$ cat src/rtl/fetch_unit_if.sv
// Fetch-stage bundle: instruction memory handshake plus the decode/execute side.
// master = fetch unit, slave = memory and consumer environment.
interface fetch_unit_if;
  logic        imem_req;
  logic [15:0] imem_addr;
  logic [15:0] imem_rdata;
  logic        imem_valid;
  logic [15:0] instr;
  logic        instr_valid;
  logic [15:0] pc_plus2;
  logic        done;
  logic        br;
  logic        br_reg;
  logic [2:0]  br_ccc;
  logic [15:0] br_imm;
  logic [15:0] br_rs;
  logic        flag_n;
  logic        flag_z;
  logic        flag_v;
  logic        halt;
  logic        halted;

  modport master (
    output imem_req, imem_addr, instr, instr_valid, pc_plus2, halted,
    input  imem_rdata, imem_valid, done, br, br_reg, br_ccc, br_imm, br_rs,
           flag_n, flag_z, flag_v, halt
  );

  modport slave (
    input  imem_req, imem_addr, instr, instr_valid, pc_plus2, halted,
    output imem_rdata, imem_valid, done, br, br_reg, br_ccc, br_imm, br_rs,
           flag_n, flag_z, flag_v, halt
  );
endinterface

$ cat src/rtl/fetch_unit.sv
// Fetch stage: owns the PC, fetches one instruction at a time from a variable-latency
// memory, holds it for decode until done, then steps or branches the PC (2 cycles/instr minimum).
module fetch_unit #(
  parameter logic [15:0] RESET_PC = 16'h0000,
  parameter logic [15:0] PC_STEP  = 16'd2
) (
  input  logic         clk,
  input  logic         rst,
  fetch_unit_if.master bus
);

  typedef enum logic [1:0] {S_FETCH, S_WAIT, S_ISSUE, S_HALTED} state_t;

  state_t      state_q, state_d;
  logic [15:0] pc_q, pc_d;
  logic [15:0] instr_q, instr_d;
  logic [15:0] seq_pc, br_pc, next_pc;
  logic        cond, taken;
  logic        req, ivld, hlt;

  assign seq_pc = pc_q + PC_STEP;
  assign br_pc  = seq_pc + {bus.br_imm[14:0], 1'b0};

  always_comb begin
    cond = 1'b1;
    case (bus.br_ccc)
      3'b000:  cond = !bus.flag_z;
      3'b001:  cond = bus.flag_z;
      3'b010:  cond = !bus.flag_z && !bus.flag_n;
      3'b011:  cond = bus.flag_n;
      3'b100:  cond = bus.flag_z || !bus.flag_n;
      3'b101:  cond = bus.flag_n || bus.flag_z;
      3'b110:  cond = bus.flag_v;
      default: cond = 1'b1;
    endcase
  end

  // br_reg wins if decode ever raises both branch kinds
  assign taken   = (bus.br || bus.br_reg) && cond;
  assign next_pc = !taken     ? seq_pc :
                   bus.br_reg ? bus.br_rs : br_pc;

  always_comb begin
    state_d = state_q;
    pc_d    = pc_q;
    instr_d = instr_q;
    req     = 1'b0;
    ivld    = 1'b0;
    hlt     = 1'b0;
    unique case (state_q)
      S_FETCH, S_WAIT: begin
        req = 1'b1;
        if (bus.imem_valid) begin
          instr_d = bus.imem_rdata;
          state_d = S_ISSUE;
        end else begin
          state_d = S_WAIT;
        end
      end
      S_ISSUE: begin
        ivld = 1'b1;
        if (bus.done) begin
          if (bus.halt) begin
            state_d = S_HALTED;
          end else begin
            pc_d    = next_pc;
            state_d = S_FETCH;
          end
        end
      end
      S_HALTED: hlt = 1'b1;
      default:  state_d = S_FETCH;
    endcase
  end

  always_ff @(posedge clk or negedge rst) begin
    if (!rst) begin
      state_q <= S_FETCH;
      pc_q    <= RESET_PC;
      instr_q <= 16'h0000;
    end else begin
      state_q <= state_d;
      pc_q    <= pc_d;
      instr_q <= instr_d;
    end
  end

  // The reset state is FETCH, so the request is masked while reset is held
  assign bus.imem_req    = req && rst;
  assign bus.imem_addr   = pc_q;
  assign bus.instr       = instr_q;
  assign bus.instr_valid = ivld;
  assign bus.pc_plus2    = seq_pc;
  assign bus.halted      = hlt;

endmodule

$ cat src/flat_wrapper.sv
// flat-port wrapper written by rule: the top's interface ports become plain ports
module fetch_unit_flat 
#(
  parameter logic [15:0] RESET_PC = 16'h0000,
  parameter logic [15:0] PC_STEP  = 16'd2
)
  (clk, rst, bus_imem_req, bus_imem_addr, bus_instr, bus_instr_valid, bus_pc_plus2, bus_halted, bus_imem_rdata, bus_imem_valid, bus_done, bus_br, bus_br_reg, bus_br_ccc, bus_br_imm, bus_br_rs, bus_flag_n, bus_flag_z, bus_flag_v, bus_halt);
  fetch_unit_if bus_i ();
  input  logic clk;
  input  logic rst;
  output wire logic [$bits(bus_i.imem_req)-1:0] bus_imem_req;
  output wire logic [$bits(bus_i.imem_addr)-1:0] bus_imem_addr;
  output wire logic [$bits(bus_i.instr)-1:0] bus_instr;
  output wire logic [$bits(bus_i.instr_valid)-1:0] bus_instr_valid;
  output wire logic [$bits(bus_i.pc_plus2)-1:0] bus_pc_plus2;
  output wire logic [$bits(bus_i.halted)-1:0] bus_halted;
  input wire logic [$bits(bus_i.imem_rdata)-1:0] bus_imem_rdata;
  input wire logic [$bits(bus_i.imem_valid)-1:0] bus_imem_valid;
  input wire logic [$bits(bus_i.done)-1:0] bus_done;
  input wire logic [$bits(bus_i.br)-1:0] bus_br;
  input wire logic [$bits(bus_i.br_reg)-1:0] bus_br_reg;
  input wire logic [$bits(bus_i.br_ccc)-1:0] bus_br_ccc;
  input wire logic [$bits(bus_i.br_imm)-1:0] bus_br_imm;
  input wire logic [$bits(bus_i.br_rs)-1:0] bus_br_rs;
  input wire logic [$bits(bus_i.flag_n)-1:0] bus_flag_n;
  input wire logic [$bits(bus_i.flag_z)-1:0] bus_flag_z;
  input wire logic [$bits(bus_i.flag_v)-1:0] bus_flag_v;
  input wire logic [$bits(bus_i.halt)-1:0] bus_halt;
  assign bus_imem_req = bus_i.imem_req;
  assign bus_imem_addr = bus_i.imem_addr;
  assign bus_instr = bus_i.instr;
  assign bus_instr_valid = bus_i.instr_valid;
  assign bus_pc_plus2 = bus_i.pc_plus2;
  assign bus_halted = bus_i.halted;
  assign bus_i.imem_rdata = bus_imem_rdata;
  assign bus_i.imem_valid = bus_imem_valid;
  assign bus_i.done = bus_done;
  assign bus_i.br = bus_br;
  assign bus_i.br_reg = bus_br_reg;
  assign bus_i.br_ccc = bus_br_ccc;
  assign bus_i.br_imm = bus_br_imm;
  assign bus_i.br_rs = bus_br_rs;
  assign bus_i.flag_n = bus_flag_n;
  assign bus_i.flag_z = bus_flag_z;
  assign bus_i.flag_v = bus_flag_v;
  assign bus_i.halt = bus_halt;
  fetch_unit #(.RESET_PC(RESET_PC), .PC_STEP(PC_STEP)) u_core (.clk(clk), .rst(rst), .bus(bus_i));
endmodule
$ cat config.mk
export PLATFORM = sky130hd
export DESIGN_NAME = fetch_unit_flat
export DESIGN_NICKNAME = d
export VERILOG_FILES = /design/src/rtl/fetch_unit_if.sv /design/src/rtl/fetch_unit.sv /design/src/flat_wrapper.sv
export SDC_FILE = /design/constraint.sdc
export NUM_CORES = 1
export LEC_CHECK = 0
export ABC_CLOCK_PERIOD_IN_PS = 3900
export BUFFER_PORTS_ARGS = -buffer_cell sky130_fd_sc_hd__buf_2
export CAP_MARGIN = 5
export CORE_MARGIN = 5
export CORE_UTILIZATION = 49
export DETAILED_ROUTE_END_ITERATION = 10
export PLACE_DENSITY = 0.81
export SLEW_MARGIN = 5
export SYNTH_ARGS = -nofsm -noshare
export SYNTH_HDL_FRONTEND = slang
export SYNTH_SLANG_ARGS = --single-unit
$ cat constraint.sdc
create_clock -name clk -period 3.9 [get_ports clk]
set_clock_uncertainty 0.2 [all_clocks]
set_input_delay 0.39 -clock clk [delete_from_list [all_inputs] [get_ports clk]]
set_output_delay 0.39 -clock clk [all_outputs]
set_load 0.01 [all_outputs]
==> results of run 1 <==
worst max-delay path, stage by stage (launching register included):
cell	delay, ns
dfrtp_1	0.49
and3_1	0.24
nand3_1	0.10
nor2_1	0.29
nand3_1	0.19
xnor2_1	0.28
ha_1	0.35
or2_2	0.31
a21oi_1	0.15
a21oi_1	0.07
o31a_1	0.28
o32ai_1	0.15
a22oi_1	0.12
o21ai_1	0.10
metal layers:
layer	track usage, %	part of all wire [%]	up-vias
met4	3.453	0.29	0
met3	5.692	8.5	2
met5	0	0	-
li1	-	-	1316
met1	24.71	42	1264
met2	34.95	50	99
placed cells by master, fill, tap and decap left out, types with 3 or more instances in the layout:
cell type,netlist,layout
clkbuf_8,0,6
dfrtp_1,34,34
buf_4,3,4
o21ai_1,4,4
a21o_1,7,7
nand2_1,23,23
ha_1,18,18
inv_1,7,7
a21oi_1,26,26
nor2_1,20,20
xor2_1,8,8
o211ai_1,4,4
nor3_1,6,6
buf_2,2,110
a32oi_1,3,3
nand3_1,9,9
o21a_1,3,3
a31oi_1,3,3
a22oi_1,3,3
nor2b_1,9,9
nand4_1,4,4
o21ai_0,21,21
mux2_2,18,18
xnor2_1,14,14
a21oi_2,3,3
metrics by stage:
stage                     area, um^2  hold slack (ns)  setup WS (ns)  util [%]
after floorplan                 2720          -0.1056         0.7730         -
after global placement          3298           0.2511         0.7242     60.64
after detailed placement        3298           0.2618         0.5469     60.64
after CTS                       3403           0.1285         0.5131     62.57
after global routing            3403           0.1335         0.1664     62.57
final                           3403           0.1402         0.5054     62.57
path summary, 6_finish.rpt:
check | slack (ns) | cells after the start | from | to
worst min-delay path | 0.14 | 2 | bus_imem_rdata[14] | u_core.bus.instr[14]$_DFFE_PN0P_
worst min register to register | 0.30 | 1 | u_core.bus.instr[11]$_DFFE_PN0P_ | u_core.bus.instr[11]$_DFFE_PN0P_
worst max-delay path | 0.51 | 13 | u_core.bus.imem_addr[3]$_DFFE_PN0P_ | u_core.bus.imem_addr[14]$_DFFE_PN0P_
max in group asynchronous | 2.69 | 3 | rst | u_core.bus.instr[15]$_DFFE_PN0P_
min in group asynchronous | 0.49 | 3 | rst | u_core.bus.imem_addr[3]$_DFFE_PN0P_
worst max register to register | 0.51 | 13 | u_core.bus.imem_addr[3]$_DFFE_PN0P_ | u_core.bus.imem_addr[14]$_DFFE_PN0P_
power by group through the flow:
stage / registers (uW) / clock network [uW] / logic, uW
global placement: 673 / 0 / 1450
detailed placement: 686 / 0 / 1490
global route: 714 / 300 / 1650
CTS: 681 / 284 / 1500
floorplan: 722 / 0 / 966
finish: 684 / 275 / 1490
flip-flops by register name, summed over array words and instances, names as in the netlist:
signal and flops:
u_core.bus.instr 16, u_core.state_q 2, u_core.bus.imem_addr 16
layout make-up:
| type | count | share of cell area, % |
|---|---|---|
| Inverter | 7 | 0.7721 |
| Clock buffer | 6 | 2.426 |
| Clock inverter | 2 | 0.3676 |
| Tap cell | 72 | 2.647 |
| Sequential cell | 34 | 25.00 |
| Multi-Input combinational cell | 246 | 51.43 |
| Timing Repair Buffer | 115 | 17.35 |
repair_timing:
action | in CTS | in global routing
hold buffers | 1 | 0
hold endpoints to repair | 34 | 0
gates resized for setup | 0 | 0
cells by family after synthesis:
group,synth area share [%]
flops,31.28
mux,8.188
compound gates,22.95
fa+ha+maj,9.016
xor+xnor,7.682
simple gates,16.51
buf+inv,4.370
==> flow_summary.toml, run 1 <==
[outcome]
outcome = "completed"

[routing]
drtIter0Drc = 128
firstDrtPassIters = 5
antenna_left = 0
drc_errors = 0
vias = 2681
wl_per_cell_um = 15.04
vias_per_cell = 5.562
wl_um = 7248

[worst_setup_path]
cp.required_ns = 3.91
critPathArrivalTime_ns = 3.40
startpoint_type = "flop"
crit_path_max_fanout = 8
criticalPathCategory = "flop to flop"
end_kind = "flop"

[sta]
worstMarginPinSlew_ns = 0.8276
finalSetupViolCount = 0
fin_tns_setup_ns = 0
min_period_ns = 3.395
relSlewSlack_pct = 44.83
finalHoldViolCount = 0
max_clock_freq_ghz = 0.2946
finalMaxSlewViolations = 0
rsz0062_at_grt = "no"
post-route-period-util_pct = 87.04

[clocking]
ctsHtreeMaxLevel = 2
clkTransAtPathRegs_ns = 0.08
cts_buffers = 5
worstSkewPairLatency_ns = 0.28
post_cts_buffers = 0
cts_sinks = 34
tritoncts = "done"
root_buffer = "clkbuf_8"
clk_path_buf_depth = 2

[yosys]
synth-main-ff-cell = "dfrtp_1"
yosysMostFrequentCell = "dfrtp_1"
synth_top_area_share_pct = 31.28
syn_area_um2 = 2720
synth_common_cells = "34 x dfrtp_1, 26 x a21oi_1, 23 x nand2_1"
ys_seq_area_share_pct = 31.28
netlist_instances = 304
synth-async-reset-ratio_pct = 100.0
yosysWarnings = 0
yosys.cell_types.count = 58
synth-edff-count = 0
syn_area_per_cell_um2 = 8.948
yosysTopAreaCell = "dfrtp_1"
synthTopCellsByArea = "dfrtp_1 31%, ha_1 8.3%, mux2_2 7.5%, a21oi_1 4.8%, xnor2_1 4.5%"
synth_nets = 384
synth_seq_cells = 34

[final_layout]
layout.cells.non_filler = 482
seqCellArea_um2 = 850.8
fillers = 499
multi_input_area_um2 = 1750
area_growth_pct = 25.11
fin_nets = 489
antenna_cells = 0
drive_gt1_share_pct = 37.32

[grt]
grt_use_total_pct = 19.95
antenna_found_initial = 0
grt_max_degree = 36
grt_pass1_vias = 2704
grt_first_pass_wirelength_um = 12030
grt_overflow = 0

[floorplan]
die_h_um = 84.51
die-width_um = 84.51
dieArea_um2 = 7141
start_util_pct = 50.01
core_region_area_um2 = 5439
io_pins = 112
row_count = 27

[run]
max_cap_violations = 0

[place]
dp_hpwl_um = 5599
gp_congestion = 0.8647
placed_cells = 473
io_buffers = 110

[power]
vdd_ir_drop_max_mv = 0.4854
p_clk_share_pct = 11.3
p_leak_uw = 0.001625
p_sw_uw = 1115
combPwrFrac_pct = 60.8
swShare_pct = 45.60
seqPwrFrac_pct = 27.9
powerDensity_nw_per_um2 = 718.6
p_int_uw = 1330
power.total_uw = 2446

[worst_hold_path]
hp-class = "primary input to flop"
Note: power is estimated with default switching activity, not from simulation.
==> run 2: changes to the inputs <==
--- a/config.mk
+++ b/config.mk
@@ -5,14 +5,15 @@
 export SDC_FILE = /design/constraint.sdc
 export NUM_CORES = 1
 export LEC_CHECK = 0
-export ABC_CLOCK_PERIOD_IN_PS = 3900
+export ABC_CLOCK_PERIOD_IN_PS = 2920
 export BUFFER_PORTS_ARGS = -buffer_cell sky130_fd_sc_hd__buf_2
 export CAP_MARGIN = 5
 export CORE_MARGIN = 5
-export CORE_UTILIZATION = 49
+export CORE_UTILIZATION = 44
 export DETAILED_ROUTE_END_ITERATION = 10
-export PLACE_DENSITY = 0.81
+export PLACE_DENSITY = 0.77
 export SLEW_MARGIN = 5
 export SYNTH_ARGS = -nofsm -noshare
 export SYNTH_HDL_FRONTEND = slang
 export SYNTH_SLANG_ARGS = --single-unit
+export TNS_END_PERCENT = 20
==> constraint.sdc (replaced) <==
create_clock -name clk -period 2.92 [get_ports clk]
set_clock_uncertainty 0.2 [all_clocks]
set_input_delay 0.438 -clock clk [delete_from_list [all_inputs] [get_ports clk]]
set_output_delay 0.438 -clock clk [all_outputs]
set_load 0.01 [all_outputs]
==> flow_summary.toml, run 2 (synthesis results as in run 1) <==
[sta]
rsz0062_at_grt = "yes"
post-route-worst-setup-slack_ns = -0.08405
finalSetupViolCount = 2
finalHoldViolCount = 0
finalMaxSlewViolations = 0
post-route-period-util_pct = 102.9
hold_ws_ns = 0.002052
min_period_ns = 3.004
worstMarginPinSlew_ns = 0.6662
max_clock_freq_ghz = 0.3329
relSlewSlack_pct = 55.59

[clocking]
tritoncts = "done"
root_buffer = "clkbuf_8"
clkTransAtPathRegs_ns = 0.07
cts_sinks = 34
ctsHtreeMaxLevel = 2
worstSkewPairLatency_ns = 0.28
cts_buffers = 5
cts_hold_buf = 0
clk_path_buf_depth = 2

[power]
powerDensity_nw_per_um2 = 1029
p_leak_uw = 0.001892
p_int_uw = 2350
p_clk_share_pct = 13.3
seqPwrFrac_pct = 22.0
swShare_pct = 42.26
combPwrFrac_pct = 64.8
p_sw_uw = 1720
power.total_uw = 4070
vdd_ir_drop_max_mv = 0.6079

[grt]
antenna_found_initial = 0
grt_max_degree = 35
grt_pass1_vias = 2878
grt_first_pass_wirelength_um = 13320
grt_overflow = 0
grt_use_total_pct = 21.38

[routing]
wl_um = 8458
drc_errors = 0
antenna_left = 0
wl_per_cell_um = 16.14
firstDrtPassIters = 4
vias = 2883
drtIter0Drc = 144
vias_per_cell = 5.502

[worst_setup_path]
end_kind = "flop"
reg2reg_slack_ns = -0.08
startpoint_type = "flop"
cp.required_ns = 2.89
crit_path_max_fanout = 4
crit_family = "simple AND/OR/NAND/NOR gates"
r2r-start = "u_core.bus.imem_addr[1]$_DFFE_PN0P_"
criticalPathCategory = "flop to flop"
critPathArrivalTime_ns = 2.97
slowest_stage = "dfrtp_1"
crit_chain = "and3_4 > and3_1 > nand3_1 > xnor2_2 > ha_4 > and2_1 > nand3_1 > a21oi_2 > o21ai_1 > o21ai_1 > xnor2_2 > a21oi_1"
reg2regPathDepth = 12
max_stage_delay_ns = 0.43
reg2reg_to = "u_core.bus.imem_addr[15]$_DFFE_PN0P_"
worst-path-buf-inv = 0

[place]
io_buffers = 110
dpl_cell_area_um2 = 3586
gp_congestion = 0.9019
pre_cts_ws_ns = -0.1475
dp_hpwl_um = 6371
placed_cells = 507

[floorplan]
die_h_um = 88.63
start_util_pct = 45.67
core_region_area_um2 = 5956
dieArea_um2 = 7854
die-width_um = 88.63
io_pins = 112
row_count = 28

[worst_hold_path]
hp-class = "primary input to async pin"

[final_layout]
antenna_cells = 0
layout.cells.non_filler = 524
area_growth_pct = 45.35
layout.cells.most_common = "buf_2"
drive_gt1_share_pct = 49.00
fin_nets = 528
fillers = 510
layout_common_cells = "110 x buf_2, 43 x buf_4, 33 x dfrtp_1"
design_area_um2 = 3954

[run]
max_cap_violations = 0

[outcome]
outcome = "finished with violations"
violations = "negative setup slack"
[run 2: power by group through the flow]
stage	Combinational [uW]	Sequential, uW	Clock [uW]
floorplan	1310	972	0
global placement	2290	857	0
detailed placement	2350	872	0
CTS	2500	885	548
global route	2860	921	567
finish	2640	895	540
[run 2: repair_timing]
| item | 4_1_cts | 5_1_grt |
|---|---|---|
| resized for setup | 18 | 16 |
| endpoints found under the setup margin | 5 | 6 |
| hold endpoints to repair | 0 | 0 |
| pin swaps | 12 | 16 |
| buffers inserted | 8 | 2 |
[run 2: worst max path at each step]
stage | start | to | slack, ns | cells past startpoint
floorplan | u_core.bus.imem_addr[2]$_DFFE_PN0P_ | u_core.bus.imem_addr[14]$_DFFE_PN0P_ | 0.02 | 11
global placement | u_core.bus.imem_addr[1]$_DFFE_PN0P_ | u_core.bus.imem_addr[12]$_DFFE_PN0P_ | -0.04 | 13
detailed placement | u_core.bus.imem_addr[2]$_DFFE_PN0P_ | u_core.bus.imem_addr[12]$_DFFE_PN0P_ | -0.15 | 12
CTS | u_core.bus.imem_addr[2]$_DFFE_PN0P_ | u_core.bus.imem_addr[14]$_DFFE_PN0P_ | -0.02 | 14
global route | u_core.bus.imem_addr[1]$_DFFE_PN0P_ | u_core.bus.imem_addr[15]$_DFFE_PN0P_ | -0.23 | 12
finish | u_core.bus.imem_addr[1]$_DFFE_PN0P_ | u_core.bus.imem_addr[15]$_DFFE_PN0P_ | -0.08 | 12
[run 2: final cells by class]
cell class | instances | area (um^2) | share of cell area (%)
clock buffer | 6 | 82.58 | 2.089
clock inverter | 2 | 60.06 | 1.519
inverter | 7 | 26.28 | 0.6646
multi-input combinational | 246 | 1954 | 49.43
sequential | 34 | 852.1 | 21.55
tap | 75 | 93.84 | 2.373
timing repair buffer | 154 | 884.6 | 22.37
[run 2: through the flow]
stage | setup TNS, ns | utilization, %
after floorplan | 0 | -
final | -0.1082 | 66.39
after global placement | -0.08520 | 60.21
after detailed placement | -0.4442 | 60.21
after global routing | -1.122 | 66.39
after CTS | -0.01711 | 64.98
[run 2: per-layer routing]
layer  wire length [um]  global-route usage [%]  up-vias  part of all wire, %
met5                  0                       0        -                    0
met4                138                   5.907        0                  1.6
met3                720                   5.400       17                  8.5
met2               4262                   36.03      117                   50
met1               3336                   27.19     1350                   39
li1                   -                       -     1399                    -
